==> config.mk <==
export PLATFORM = sky130hd
export DESIGN_NAME = syn_current_8b
export DESIGN_NICKNAME = d
export VERILOG_FILES = /design/src/rtl/syn_current_8b.sv
export SDC_FILE = /design/constraint.sdc
export NUM_CORES = 1
export LEC_CHECK = 0
export CORE_ASPECT_RATIO = 1.25
export CORE_UTILIZATION = 40
export CTS_CLUSTER_SIZE = 8
export DETAILED_ROUTE_END_ITERATION = 12
export DONT_BUFFER_PORTS = 1
export PLACE_DENSITY = 0.64
export SYNTH_ARGS = -nofsm -noshare
export SYNTH_HDL_FRONTEND = slang
export SYNTH_SLANG_ARGS = --single-unit
==> constraint.sdc <==
create_clock -name clk -period 20.8 [get_ports clk]
set_clock_uncertainty 0.05 [all_clocks]
set_input_delay 4.16 -clock clk [delete_from_list [all_inputs] [get_ports clk]]
set_output_delay 4.16 -clock clk [all_outputs]
set_load 0.05 [all_outputs]
==> src/rtl/syn_current_8b.sv <==
// syn_current_8b: synaptic current stage feeding the 8-bit neuron membrane block.
// Each enabled cycle the stored current leaks toward zero, the weights of the
// asserted spike inputs are added, and the result is saturated to 8-bit signed.
// Ports:
//   clk        rising-edge clock
//   rst_n      synchronous reset, active HIGH (name kept for neuron-datapath compatibility)
//   en         update enable; 0 freezes current and valid, clears sat_flag
//   spike_in   one spike bit per synapse
//   w_wr_en    weight write strobe (independent of en)
//   w_wr_addr  weight index to write; indices >= N_IN are ignored
//   w_wr_data  signed 8-bit weight
//   I_syn      registered signed synaptic current
//   sat_flag   high for the cycle after an update that clipped
//   I_valid    high from the first enabled update after reset onward
module syn_current_8b #(
    parameter int unsigned N_IN        = 4,
    parameter int unsigned DECAY_SHIFT = 3
) (
    input  logic                                    clk,
    input  logic                                    rst_n,
    input  logic                                    en,
    input  logic [N_IN-1:0]                         spike_in,
    input  logic                                    w_wr_en,
    input  logic [((N_IN > 1) ? $clog2(N_IN) : 1)-1:0] w_wr_addr,
    input  logic [7:0]                              w_wr_data,
    output logic [7:0]                              I_syn,
    output logic                                    sat_flag,
    output logic                                    I_valid
);

    localparam int unsigned AW = (N_IN > 1) ? $clog2(N_IN) : 1;
    // Wide enough that leak plus the sum of all weights can never wrap.
    localparam int unsigned TW = 8 + AW + 2;

    localparam logic signed [TW-1:0] T_MAX = TW'(127);
    localparam logic signed [TW-1:0] T_MIN = TW'(-128);

    logic signed [7:0]    w_q [N_IN];
    logic signed [7:0]    i_q;
    logic                 sat_q;
    logic                 valid_q;

    logic signed [7:0]    d_c;
    logic signed [TW-1:0] sum_c;
    logic signed [TW-1:0] t_c;
    logic signed [7:0]    i_d;
    logic                 sat_d;

    // Leak term; positive currents always lose at least 1 so they reach zero.
    always_comb begin
        d_c = i_q >>> DECAY_SHIFT;
        if (d_c == 8'sd0 && i_q > 8'sd0) begin
            d_c = 8'sd1;
        end
    end

    // Sum of active weights at full width, clamped only once after adding.
    always_comb begin
        sum_c = '0;
        for (int k = 0; k < int'(N_IN); k++) begin
            if (spike_in[k]) begin
                sum_c = sum_c + TW'(w_q[k]);
            end
        end
        t_c   = TW'(i_q) - TW'(d_c) + sum_c;
        i_d   = t_c[7:0];
        sat_d = 1'b0;
        if (t_c > T_MAX) begin
            i_d   = 8'sd127;
            sat_d = 1'b1;
        end else if (t_c < T_MIN) begin
            i_d   = -8'sd128;
            sat_d = 1'b1;
        end
    end

    // Current, flags and weight file. Weights are written after the update
    // reads them, so a same-cycle write/spike uses the old weight.
    always_ff @(posedge clk) begin
        if (rst_n) begin
            i_q     <= '0;
            sat_q   <= 1'b0;
            valid_q <= 1'b0;
            for (int k = 0; k < int'(N_IN); k++) begin
                w_q[k] <= '0;
            end
        end else begin
            if (en) begin
                i_q     <= i_d;
                sat_q   <= sat_d;
                valid_q <= 1'b1;
            end else begin
                sat_q   <= 1'b0;
            end
            for (int k = 0; k < int'(N_IN); k++) begin
                if (w_wr_en && w_wr_addr == AW'(k)) begin
                    w_q[k] <= w_wr_data;
                end
            end
        end
    end

    assign I_syn    = i_q;
    assign sat_flag = sat_q;
    assign I_valid  = valid_q;

endmodule

# After elaboration in Yosys (flattened, before gate mapping)
# Memory sizes are Yosys's and may differ from the RTL's.
# Cells that the tools add are included.
[word_totals]
register_bits = 10
latch_bits = 0
ram_bits = 32
rom_bits = 0
inputBits = 18
output_inout_bits = 10
elab_cells = 55
memories = 1
[classes]
n_addsub = 5
n_mul = 0
n_div = 0
magnitude_cmp = 3
eq_ne = 3
shift = 0
mux = 27
bitwise = 5
n_reduce_logical = 8
[mem_list]
columns = ["name", "depth", "width", "read_ports", "rd_clocked_by_memory_dff", "write_ports", "line", "source"]
rows = [
  ["w_q", 4, 8, 4, 0, 4, "38", "logic signed [7:0] w_q [N_IN];"],
]
[op_table]
columns = ["cell", "n"]
rows = [
  ["8-bit two-way mux", 7],
  ["12-bit two-way mux", 4],
  ["12-bit by 8-bit adder with 12-bit output", 3],
  ["1-bit two-way mux", 16],
  ["9-bit by 12-bit adder with 12-bit output", 1],
  ["12-bit by 8-bit > comparator with 1-bit output, second input constant", 1],
  ["12-bit by 8-bit less-than comparator with 1-bit output, second input constant", 1],
  ["8-bit by 8-bit subtractor with 9-bit output", 1],
  ["8-bit by 1-bit > comparator with 1-bit output, second input constant", 1],
  ["8-bit logical NOT", 1],
  ["1-bit logical AND", 5],
  ["2-bit equality test, second input constant", 2],
  ["1-bit OR", 4],
  ["2-bit by 1-bit equality test with 1-bit output, second input constant", 1],
  ["2-bit logical NOT", 1],
  ["2-bit OR reduction", 1],
  ["1-bit NOT", 1],
]

# Logic depth before layout (Yosys ltp)
# Gate-level depths: netlist of run 1.
[logic_depth]
depth_word = 11
depth_mapped = 31
depth_no_buf = 29

# Least setup slack after synthesis of run 1
# Ideal clock, no wire load.
[synth_timing]
kind = "input to register"
from = "in spike_in[0]"
to = "reg i_q[0] (netlist: I_syn[0])"
setup_ns = 0.128
t_arrival_ns = 9.975
required_ns = 20.622
setup_slack_ns = 10.647
cell_stages = 31
path_buffers = 2
path_cell_list = "buf_4 > and2_1 > ha_1 > fa_1 > a21o_1 > a21oi_1 > o21bai_1 > a21oi_1 > xor2_1 > mux2i_1 > ha_1 > a21o_1 > o21bai_1 > xor2_1 > mux2_2 > ha_1 > nand2_1 > a21oi_1 > nor2_1 > xnor2_1 > mux2_2 > ha_1 > ha_1 > a21oi_1 > nor2b_1 > o21ai_0 > o311ai_0 > xnor3_2 > buf_6 > nor3b_1 > a221oi_2"
[synth_via]
elab_chain_cells = 11
word_cells_on_any_way = 12
cone_classes = "4 x add/sub; 2 x order compare; 6 x mux"
[synth_lines]
columns = ["item", "line", "source"]
rows = [
  ["start: declaration", "22", "input logic [N_IN-1:0] spike_in,"],
  ["12-bit two-way mux *", "61", "if (spike_in[k]) begin"],
  ["12-bit by 8-bit adder with 12-bit output", "62", "sum_c = sum_c + TW'(w_q[k]);"],
  ["12-bit two-way mux *", "61", ""],
  ["12-bit by 8-bit adder with 12-bit output", "62", ""],
  ["12-bit two-way mux *", "61", ""],
  ["12-bit by 8-bit adder with 12-bit output", "62", ""],
  ["12-bit two-way mux *", "61", ""],
  ["9-bit by 12-bit adder with 12-bit output *", "65", "t_c = TW'(i_q) - TW'(d_c) + sum_c;"],
  ["12-bit by 8-bit less-than comparator with 1-bit output", "71", "end else if (t_c < T_MIN) begin"],
  ["8-bit two-way mux", "71", ""],
  ["8-bit two-way mux *", "68", "if (t_c > T_MAX) begin"],
  ["end signal: assignment", "89", "i_q <= i_d;"],
  ["end: declaration", "39", "logic signed [7:0] i_q;"],
]
# Every way passes the cells marked *; elsewhere a longest branch is shown, timed or not.
# A chain may end at the register's enable or synchronous reset.

# Worst setup path in the final report of run 1
[layout_timing]
from = "in spike_in[0]"
to = "reg i_q[4] (netlist: I_syn[4])"
# Same word-level chain as after synthesis.

==> results.yml, run 1 <==
status:
  status: "finished clean"
clocking:
  cts_hold_buf: 0
  postCtsSetupBuffers: 0
  cts_tree: "done"
  worstSkewPairLatency_ns: 0.29
  ctsResizeCount: 0
  cts_num_sinks: 42
  numCtsBuffers: 5
  clockRootBuffer: "clkbuf_16"
  clockBufferDepth: 2
  clk_pin_slew_worst_paths_ns: 0.07
  htree_levels: 2
setup_path:
  worstPathArrival_ns: 10.50
  critPathBufInv: 0
  path_common_cell: "ha_1"
  cp_max_fo: 11
  end_kind: "flip-flop"
  cpLargestDelayFamily: "compound AO/OA/AOI/OAI gates"
  path_class: "in -> reg"
  slowest_stage: "xnor3_2"
  cp-start-kind: "primary input"
  slowest_delay_ns: 0.55
  cp.required_ns: 20.91
finish:
  area_delta_synth_final_pct: 6.87
  n_antenna_cell: 0
  drive_gt1_frac: 0.0967
  fillerInstances: 985
  layout.nets: 535
global_route:
  gr-total-overflow: 0
  grt_pass1_vias: 3250
  grt_usage: 0.166
  antenna_found_initial: 0
  grt_max_degree: 21
  grt_pass1_wl_um: 14800
synth:
  synth-seq-cells: 42
  yosysWarnings: 0
  synthXorXnorAreaFrac: 0.0690
  synth_area_um2: 4260
  yosysTopAreaCellShare: 0.226
  synth_async_sr_flop_share: 0
  ys_seq_area_frac: 0.273
  syn_inst: 449
  synthMuxAreaShare: 0.0582
  yosys_most_used_dff: "edfxtp_1"
  syn_area_per_cell_um2: 9.49
  netlist-cell-type-count: 68
  synth_area_leader_cell: "edfxtp_1"
  synth_top_family_by_area: "adder cells"
  synthSimpleGateAreaFrac: 0.162
  synth_edf_count: 32
  synth_compound_area_frac: 0.192
  netlist_top_cells_area: "edfxtp_1 23%, ha_1 16%, and2_1 5.3%"
  synth-adder-area-share: 0.203
sta:
  setup_viol: 0
  setup_slack_ns: 10.41
  rsz0062_at_grt: "false"
  hold_slack_ns: 0.657
  tightest_slew_ns: 0.803
  finalHoldViolCount: 0
  period_minus_slack_ns: 10.39
  relSlewSlack: 0.460
  tns_ns: 0
  clock.fmax_mhz: 96.3
  fin_crit_sh: 0.499
  maxSlewViolCount: 0
die:
  ios: 28
  die_w_um: 94.3
  die_h_um: 117
  initial_utilization: 0.417
  fp-row-count: 41
  design.die.area_um2: 11100
  fp.coreArea_um2: 10200
place:
  dp_hpwl_um: 7110
  gp_congestion: 0.888
  port-buffer-count: 0
  pre_cts_slack_ns: 10.11
power_and_ir_drop:
  p_per_area_nw_per_um2: 150
  ir_drop_mv: 0.0844
  total_leakage_power_uw: 0.00193
  power.total_uw: 683
routing:
  drc: 0
  dr.first_iter.drc_count: 125
  vias_per_cell: 5.42
  antenna_left: 0
  routed_wl_um: 8580
  wl_per_cell_um: 14.7
  drtPass1Iterations: 4
  num_vias: 3165
job:
  max-cap-violations: 0
hold_path:
  hp-class: "reg -> reg"
==> path summary, 6_finish.rpt <==
| check | cells past startpoint | startpoint | end | slack [ns] |
|---|---|---|---|---|
| hold reg to reg | 2 | I_valid | I_valid | 0.66 |
| setup / recovery | 29 | spike_in[0] | I_syn[4] | 10.41 |
| hold / removal | 2 | I_valid | I_valid | 0.66 |
| setup reg to reg | 29 | w_q[0][0] | I_syn[4] | 13.88 |
==> placed cells by master (no fill, tap or decap), types with 8 or more instances in the layout <==
| cell | netlist | routed |
|---|---|---|
| mux2_2 | 14 | 14 |
| a21oi_1 | 27 | 27 |
| nor2_1 | 26 | 26 |
| inv_1 | 34 | 34 |
| edfxtp_1 | 32 | 32 |
| o21ai_0 | 25 | 25 |
| fa_1 | 10 | 10 |
| dfxtp_1 | 10 | 10 |
| a21o_1 | 11 | 11 |
| nand2_1 | 26 | 26 |
| xnor2_1 | 20 | 20 |
| and2_1 | 36 | 36 |
| mux2i_1 | 9 | 9 |
| conb_1 | 1 | 8 |
| ha_1 | 53 | 53 |
| xor2_1 | 9 | 9 |
==> tightest hold or removal path: stages, from the launching register on <==
cell and delay [ns]:
dfxtp_1 0.47, nor2_1 0.15, nor2_1 0.04
==> kinds of logic after synthesis <==
family,Yosys count
AND/OR/NAND/NOR,129
adder cells (fa/ha/maj),63
XOR/XNOR,31
multiplexers,23
buffers and inverters,44
flip-flops,42
other,1
AO/OA/AOI/OAI,116
==> layout make-up <==
type                       count  area (um2)  area share
multi-input combinational    370        2950       0.647
inverter                      35         131      0.0289
clock buffer                   5         125      0.0275
clock inverter                 3        26.3     0.00577
sequential                    42        1160       0.255
tap                          129         161      0.0355
==> report_power, final <==
| part | internal (uW) | leakage (uW) | switching (uW) | total, uW |
|---|---|---|---|---|
| Sequential | 102 | 0.000398 | 36.4 | 139 |
| Combinational | 211 | 0.00146 | 253 | 464 |
| Clock | 45.8 | 0.0000752 | 34.7 | 80.5 |
==> flip-flops by register name, indices dropped and copies added (netlist names) <==
register,count
I_valid,1
sat_flag,1
w_q,32
I_syn,8
==> stage by stage <==
| stage | utilization | area, um2 | instances |
|---|---|---|---|
| 2_1_floorplan | - | 4290 | 456 |
| 3_3_place_gp | 0.431 | 4400 | 576 |
| 3_5_place_dp | 0.431 | 4400 | 576 |
| 4_1_cts | 0.446 | 4550 | 584 |
| 5_1_grt | 0.446 | 4550 | 584 |
| 6_report | 0.446 | 4550 | 584 |
==> synth_stat cells, drive strengths merged (4+ instances only) <==
| cell type | count |
|---|---|
| and2 | 36 |
| o21ai | 31 |
| clkbuf | 5 |
| nor2 | 26 |
| a21o | 11 |
| nand2b | 4 |
| dfxtp | 10 |
| inv | 34 |
| edfxtp | 32 |
| mux2 | 14 |
| a31o | 4 |
| xor2 | 10 |
| mux2i | 9 |
| nand2 | 27 |
| buf | 4 |
| xnor2 | 20 |
| fa | 10 |
| nor2b | 6 |
| o21a | 4 |
| nand3 | 7 |
| and3 | 4 |
| o21bai | 4 |
| a211oi | 12 |
| nor3 | 6 |
| ha | 53 |
| a21oi | 28 |
==> metal layers <==
layer / GRT usage / up-vias / part of all wire
met5: 0 / - / 0
met4: 0.0587 / 0 / 0.017
met3: 0.0182 / 12 / 0.026
met2: 0.296 / 58 / 0.52
met1: 0.202 / 1469 / 0.44
li1: - / 1626 / -
No activity file was read; power rests on OpenSTA's default activity.
==> run 2: changes to the inputs <==
==> constraint.sdc (replaced) <==
create_clock -name clk -period 10.7 [get_ports clk]
set_clock_uncertainty 0.05 [all_clocks]
set_input_delay 2.14 -clock clk [delete_from_list [all_inputs] [get_ports clk]]
set_output_delay 2.14 -clock clk [all_outputs]
set_load 0.05 [all_outputs]
==> results of run 2 <==
Same layout as run 1 (identical final DEF). Status: finished clean.
Among the figures that moved: setup slack after placement 10.11 ns -> 2.03 ns; setup slack after layout 10.41 ns -> 2.33 ns; register-to-register setup slack 13.88 ns -> 3.78 ns; total power 683 uW -> 1330 uW; worst IR drop on VDD 0.0844 mV -> 0.164 mV
